File: src/rtl/fft_sequencer.sv
// fft_sequencer
//   Control sequencer for an in-place radix-2 DIT FFT over N = 2^LOG2N points.
//   Issues one butterfly per cycle per stage, drains the BFU pipeline between
//   stages so every write of stage s lands before stage s+1 reads, and
//   ping-pongs the data banks each stage.
//
// Ports
//   clock          system clock, rising edge
//   ACLR           synchronous active-high reset
//   start/inverse  transform request; inverse captured with an accepted start
//   busy/done      first issue .. last write / one-cycle completion pulse
//   stage          current stage, 0 when idle
//   rd_*           butterfly read addresses and strobe
//   twiddle_*      twiddle index into N/2-entry table, conjugate flag
//   bank_read_sel  bank being read (writes go to the other bank)
//   wr_*           read strobe/addresses delayed by BFU_LATENCY cycles
//   result_bank    bank holding the finished transform
//
// state | meaning
// IDLE  | waiting for start
// ISSUE | one butterfly read per cycle, j = 0 .. N/2-1
// DRAIN | BFU_LATENCY cycles with no reads while writes complete
// DONE  | one-cycle completion pulse
module fft_sequencer #(
    parameter int LOG2N       = 5,
    parameter int BFU_LATENCY = 9
) (
    input  logic             clock,
    input  logic             ACLR,
    input  logic             start,
    input  logic             inverse,
    output logic             busy,
    output logic             done,
    output logic [3:0]       stage,
    output logic             rd_en,
    output logic [LOG2N-1:0] rd_a_addr,
    output logic [LOG2N-1:0] rd_b_addr,
    output logic [LOG2N-2:0] twiddle_addr,
    output logic             twiddle_conj,
    output logic             bank_read_sel,
    output logic             wr_en,
    output logic [LOG2N-1:0] wr_a_addr,
    output logic [LOG2N-1:0] wr_b_addr,
    output logic             result_bank
);

    typedef logic [LOG2N-1:0] addr_t;
    typedef logic [LOG2N-2:0] bfly_t;
    typedef enum logic [1:0] {IDLE, ISSUE, DRAIN, DONE} state_t;

    localparam int         PW         = 2 * LOG2N + 1;
    localparam logic [3:0] LAST_STAGE = 4'(LOG2N - 1);
    localparam logic [4:0] DRAIN_LOAD = 5'(BFU_LATENCY - 1);

    state_t          state;
    bfly_t           j;
    logic [4:0]      drain_cnt;
    logic [PW-1:0]   wr_pipe [BFU_LATENCY];

    // A = ((j >> s) << (s+1)) | (j mod 2^s); bit s of A is always zero.
    function automatic addr_t upper_addr(input logic [3:0] s, input bfly_t jv);
        addr_t jx;
        addr_t k;
        jx = addr_t'(jv);
        k  = jx & ((addr_t'(1) << s) - addr_t'(1));
        return ((jx >> s) << (s + 4'd1)) | k;
    endfunction

    // B = A + 2^s, which is an OR since bit s of A is clear.
    function automatic addr_t lower_addr(input logic [3:0] s, input bfly_t jv);
        return upper_addr(s, jv) | (addr_t'(1) << s);
    endfunction

    function automatic bfly_t twiddle_of(input logic [3:0] s, input bfly_t jv);
        addr_t k;
        addr_t t;
        k = addr_t'(jv) & ((addr_t'(1) << s) - addr_t'(1));
        t = k << (LAST_STAGE - s);
        return t[LOG2N-2:0];
    endfunction

    always_ff @(posedge clock) begin
        if (ACLR) begin
            state         <= IDLE;
            j             <= '0;
            drain_cnt     <= '0;
            stage         <= '0;
            busy          <= 1'b0;
            done          <= 1'b0;
            rd_en         <= 1'b0;
            rd_a_addr     <= '0;
            rd_b_addr     <= '0;
            twiddle_addr  <= '0;
            twiddle_conj  <= 1'b0;
            bank_read_sel <= 1'b0;
            result_bank   <= 1'b0;
        end else begin
            done <= 1'b0;
            case (state)
                IDLE: begin
                    if (start) begin
                        twiddle_conj  <= inverse;
                        stage         <= '0;
                        j             <= '0;
                        bank_read_sel <= 1'b0;
                        busy          <= 1'b1;
                        rd_en         <= 1'b1;
                        rd_a_addr     <= upper_addr(4'd0, '0);
                        rd_b_addr     <= lower_addr(4'd0, '0);
                        twiddle_addr  <= twiddle_of(4'd0, '0);
                        state         <= ISSUE;
                    end
                end
                ISSUE: begin
                    if (&j) begin
                        rd_en     <= 1'b0;
                        drain_cnt <= DRAIN_LOAD;
                        state     <= DRAIN;
                    end else begin
                        j            <= j + 1'b1;
                        rd_a_addr    <= upper_addr(stage, j + 1'b1);
                        rd_b_addr    <= lower_addr(stage, j + 1'b1);
                        twiddle_addr <= twiddle_of(stage, j + 1'b1);
                    end
                end
                DRAIN: begin
                    if (drain_cnt == 5'd0) begin
                        if (stage < LAST_STAGE) begin
                            stage         <= stage + 4'd1;
                            j             <= '0;
                            bank_read_sel <= ~bank_read_sel;
                            rd_en         <= 1'b1;
                            rd_a_addr     <= upper_addr(stage + 4'd1, '0);
                            rd_b_addr     <= lower_addr(stage + 4'd1, '0);
                            twiddle_addr  <= twiddle_of(stage + 4'd1, '0);
                            state         <= ISSUE;
                        end else begin
                            // The last stage wrote into the bank opposite the one it read.
                            busy        <= 1'b0;
                            done        <= 1'b1;
                            result_bank <= ~bank_read_sel;
                            state       <= DONE;
                        end
                    end else begin
                        drain_cnt <= drain_cnt - 5'd1;
                    end
                end
                DONE: begin
                    stage <= '0;
                    state <= IDLE;
                end
                default: state <= IDLE;
            endcase
        end
    end

    // Write-side delay line; shifts every cycle so writes trail reads exactly.
    always_ff @(posedge clock) begin
        if (ACLR) begin
            for (int i = 0; i < BFU_LATENCY; i++) wr_pipe[i] <= '0;
        end else begin
            wr_pipe[0] <= {rd_en, rd_a_addr, rd_b_addr};
            for (int i = 1; i < BFU_LATENCY; i++) wr_pipe[i] <= wr_pipe[i-1];
        end
    end

    assign {wr_en, wr_a_addr, wr_b_addr} = wr_pipe[BFU_LATENCY-1];

endmodule

File: config.mk
export PLATFORM = sky130hd
export DESIGN_NAME = fft_sequencer
export DESIGN_NICKNAME = d
export VERILOG_FILES = /design/src/rtl/fft_sequencer.sv
export SDC_FILE = /design/constraint.sdc
export NUM_CORES = 1
export LEC_CHECK = 0
export CAP_MARGIN = 30
export CORE_UTILIZATION = 40
export CTS_CLUSTER_DIAMETER = 200
export DETAILED_ROUTE_END_ITERATION = 12
export DONT_BUFFER_PORTS = 1
export GPL_TIMING_DRIVEN = 0
export SETUP_SLACK_MARGIN = 0.3
export SYNTH_ARGS = -nofsm -noshare
export SYNTH_HDL_FRONTEND = slang
export SYNTH_SLANG_ARGS = --single-unit
File: constraint.sdc
create_clock -name clock -period 5 [get_ports clock]
set_input_delay 0.75 -clock clock [delete_from_list [all_inputs] [get_ports clock]]
set_output_delay 0.75 -clock clock [all_outputs]
set_load 0.01 [all_outputs]
==> results.md <==
Setup path:
- In this run the critical register-to-register path is launched from stage[1]$_SDFFE_PP0P_.
- Data on the critical path is required at its endpoint by 5.35 ns.
- In this run the worst path has a maximum fanout of 10.
- The terminus of the critical flop-to-flop path is twiddle_addr[3]$_SDFFE_PP0P_.
- The highest-delay cell along the critical path is dfxtp_1.
- The critical path goes through clkbuf_1 -> inv_1 -> ha_1 -> ha_1 -> nor2b_1 -> inv_1 -> ha_1 -> nand2b_1 -> o31ai_1 -> nor2_1 -> or4_4 -> a2bb2oi_2 -> a21oi_2.
- For flop-to-flop paths, the worst setup slack is 1.50 ns.
- The endpoint arrival time on the critical path is 3.85 ns.
- By startpoint and endpoint, the worst setup path is classified as register to register.
- The worst setup path is launched from a register.
- The delay contributed by the slowest stage of the critical path is 0.63 ns.
- The nature of the critical path endpoint is a register.
- The cell count of the worst reg-to-reg path is 13.
- The most frequent cell on the critical path is ha_1.

GRT:
- The initial antenna violation count came to 0.
- The first global-routing pass estimated 15.3 mm of wire.
- The number of global-route vias before repair is 3066.
- The total global routing overflow is 0.
- Across every metal layer, demand over resource in global routing totals 16.0%.
- Entering global routing, the biggest net connects 17 pins.

Die:
- The initial cell density of the core is 40.9%.
- The die covers 0.0127 sq mm.
- In this run the core area contains 40 standard-cell rows.
- The area of the core is 0.0120 sq mm.
- The number of primary I/O pins is 39.
- The floorplan die width is 113 um.
- Measured along the y axis, the die boundary spans 113 um.

Clock network:
- The clock transition at the registers of the reported paths is 0.06 ns.
- The clock root buffer is clkbuf_16.
- The CTS tree is built.
- In this run, post-CTS repair resized a total of 0 instances.
- The later pin in the worst-skew pair is clocked with a latency of 0.42 ns.
- Buffers inserted to repair hold after CTS numbered 0.
- Post-CTS timing repair inserted 0 buffers for setup.
- Buffers inserted during clock tree synthesis total 17.
- The H-tree level count is 4.
- Counting along the longest clock path gives a buffer depth of 2.
- Clock tree synthesis found a total of 134 sinks.

Route:
- Wires add up to 9.20 mm.
- The first routing iteration left 189 violations.
- The average vias per placed instance is 4.89.
- In the final routed layout, each cell accounts on average for 14.1 um.
- Wire segments on met3 add up to 559 um in the final route.
- The count of nets left with antenna violations once routing finished came out at 0.
- The first-pass iteration count of the detailed router is 4.
- The detailed router put a total of 4.13 mm of wire on met1.
- The routed wire length on met2 is 4.28 mm.
- For this run, design rule violations remaining after detail routing come to 0.
- The routed layout has 3201 vias.
- The highest signal layer in the routed design is met4.

Timing:
- Across the routed clock network, the largest skew measured is 0.0108 ns.
- The total count of hold-check failures in the final report came to 0.
- The maximum clock rate is 0.286 GHz.
- The period utilization is 70.0%.
- The worst max-slew margin expressed relative to the limit is 60.8%.
- Setup repair after global routing left no endpoint under its margin.
- The final sum of negative setup slack is 0 ns.
- Setup violations remaining at the end of the flow were counted as 0.
- The transition time at the pin with the least slew margin is 0.587 ns.
- The final count of pins violating max slew is 0.
- After layout, the minimum clock period comes to 3.50 ns.

Worst hold path:
- The start point of the worst hold path is ACLR.
- For hold timing, the worst endpoint is wr_pipe[0][2]$_SDFF_PP0_.
- Along the worst hold path, the cell count comes to 1.
- In this run the worst hold path is classified as input pin to register.

Cells and area:
- For this run, the number of standard cells in the final layout without fillers is 654.
- The filler cells instantiated in the layout total 1128.
- In the final layout, flip-flops and latches occupy 0.00268 sq mm.
- The final standard cell utilization of the core is 46.9%.
- The post-route netlist has 10.7% of its cells at a drive strength greater than 1.
- The repair_antennas step left the layout with diodes totalling 0.
- The area of the multi-input gates is 0.00200 sq mm.
- The area overhead of the layout relative to synthesis is 14.7%.
- After routing the design area is 0.00561 sq mm.
- The final layout contains 521 nets.

Placed design:
- The half-perimeter wire length after placement is 6.39 mm.
- In this run the cell area measured after placement is 0.00508 sq mm.
- The number of cells after detailed placement is 626.
- Routability-driven placement finished with a final weighted congestion of 0.868.
- The number of buffers inserted by port buffering is 0.

Power:
- The total chip power is 2.72 mW.
- The cell area power density is 484 mW/mm^2.
- For this design the static power due to leakage is 2.22 nW.
- The peak supply drop is 0.219 mV.

Logic synthesis:
- Sequential cells were found to cover 54.8% of the synthesized design area.
- Among all flip-flop cells after synthesis, the most frequent one is dfxtp_1.
- In this run the biggest area consumer among cell types represents 54.8% of the synthesized area.
- The average footprint of a synthesized cell is 10.2 sq um.
- The post-synthesis async set-or-reset flop share is 0%.
- By count the netlist is led by 134 x dfxtp_1, 103 x nor2b_1, 31 x nor2_1.
- Counting every net in the synthesized netlist gives 502.
- Ranked by total cell area, the synthesized netlist is headed by dfxtp_1 55%, nor2b_1 13%, ha_1 4.9%.
- The biggest area contributor in the post-synthesis netlist is dfxtp_1.
- The number of enable flip-flop cells after synthesis is 0.
- Synthesis instantiated 61 different standard cells from the library.
- The cell area after synthesis is 0.00489 sq mm.
- During synthesis, Yosys emitted a total of 0 warnings.
- The synthesized netlist cell count is 479.
- The leading cell type by number of instances after synthesis is dfxtp_1.
- The total of flip-flops plus latches after synthesis is 134.

Status:
- The flow ran to the end, and the final reports show no timing, DRC or antenna violations.

Job:
- Max-cap violations in this run came to 0.
==> worst max-delay path, delay by kind of cell, from the launching register on <==
kind            cells  cell delay, ns
compound gates      3            0.49
flops               1            0.63
fa+ha+maj           3            0.68
buf+inv             3            0.72
simple gates        4            0.91
==> stage by stage <==
| step | hold slack (ns) | setup WS [ns] |
|---|---|---|
| floorplan | 0.414 | 2.07 |
| global placement | 0.417 | 1.48 |
| detailed placement | 0.420 | 1.51 |
| CTS | 0.414 | 1.48 |
| global route | 0.427 | 1.21 |
| finish | 0.428 | 1.50 |
==> registers in the layout, summed over array words and instances, names as in the netlist <==
signal         count
drain_cnt          5
j                  4
stage              4
wr_pipe           99
result_bank        1
twiddle_conj       1
rd_b_addr          5
done               1
twiddle_addr       4
busy               1
rd_en              1
rd_a_addr          5
bank_read_sel      1
state              2
==> cell families after synthesis <==
logic type,after synthesis,synth area share (%)
muxes,2,0.435
DFF,134,54.8
and+or+nand+nor,195,22.8
xor gates and xnor gates,10,1.79
buffers and inverters,46,4.35
AOI/OAI and AO/OA,73,11.0
adders and majority gates,19,4.86
==> worst max-delay path by stage <==
stage / end / from / cells after the start / slack [ns]
2_1_floorplan: twiddle_addr[3]$_SDFFE_PP0P_ / stage[0]$_SDFFE_PP0P_ / 13 / 2.07
3_3_place_gp: twiddle_addr[3]$_SDFFE_PP0P_ / stage[1]$_SDFFE_PP0P_ / 13 / 1.48
3_5_place_dp: twiddle_addr[3]$_SDFFE_PP0P_ / stage[0]$_SDFFE_PP0P_ / 13 / 1.51
4_1_cts: twiddle_addr[3]$_SDFFE_PP0P_ / stage[0]$_SDFFE_PP0P_ / 13 / 1.48
5_1_grt: twiddle_addr[3]$_SDFFE_PP0P_ / stage[0]$_SDFFE_PP0P_ / 13 / 1.21
6_report: twiddle_addr[3]$_SDFFE_PP0P_ / stage[1]$_SDFFE_PP0P_ / 13 / 1.50
==> placed cells by master (no fill, tap or decap), types with 3 or more instances in the layout <==
cell        instances
and3_1              4
clkinvlp_4          3
nand3_1             9
nor2_1             31
a22oi_1             5
inv_1              13
a211oi_1            5
xor2_1              6
ha_1               19
clkbuf_16          17
nor3_1              7
o21ai_0             7
nand3b_1            3
a21bo_2             3
a21o_1              6
buf_4              10
clkbuf_1           20
nor2b_1           103
nand2_1            18
nor3b_1             3
xnor2_1             4
dfxtp_1           134
a21oi_1            18
nand2b_1            4
==> routing by layer <==
| metal | global-route usage, % | vias up |
|---|---|---|
| li1 | - | 1637 |
| met1 | 19.1 | 1465 |
| met2 | 25.3 | 81 |
| met3 | 5.62 | 18 |
| met4 | 8.89 | 0 |
| met5 | 0 | - |
==> report_power, final <==
part	total [mW]	switching (mW)	internal, mW
clock network	1.13	0.430	0.696
registers	1.17	0.0529	1.12
logic	0.419	0.268	0.151
==> final cells by class <==
| class | instances | area share, % |
|---|---|---|
| Multi-Input combinational cell | 299 | 35.6 |
| Buffer | 32 | 2.85 |
| Clock inverter | 8 | 1.43 |
| Clock buffer | 20 | 8.13 |
| Sequential cell | 134 | 47.8 |
| Tap cell | 147 | 3.28 |
| Inverter | 14 | 0.936 |
No activity file was read; power rests on OpenSTA's default activity.
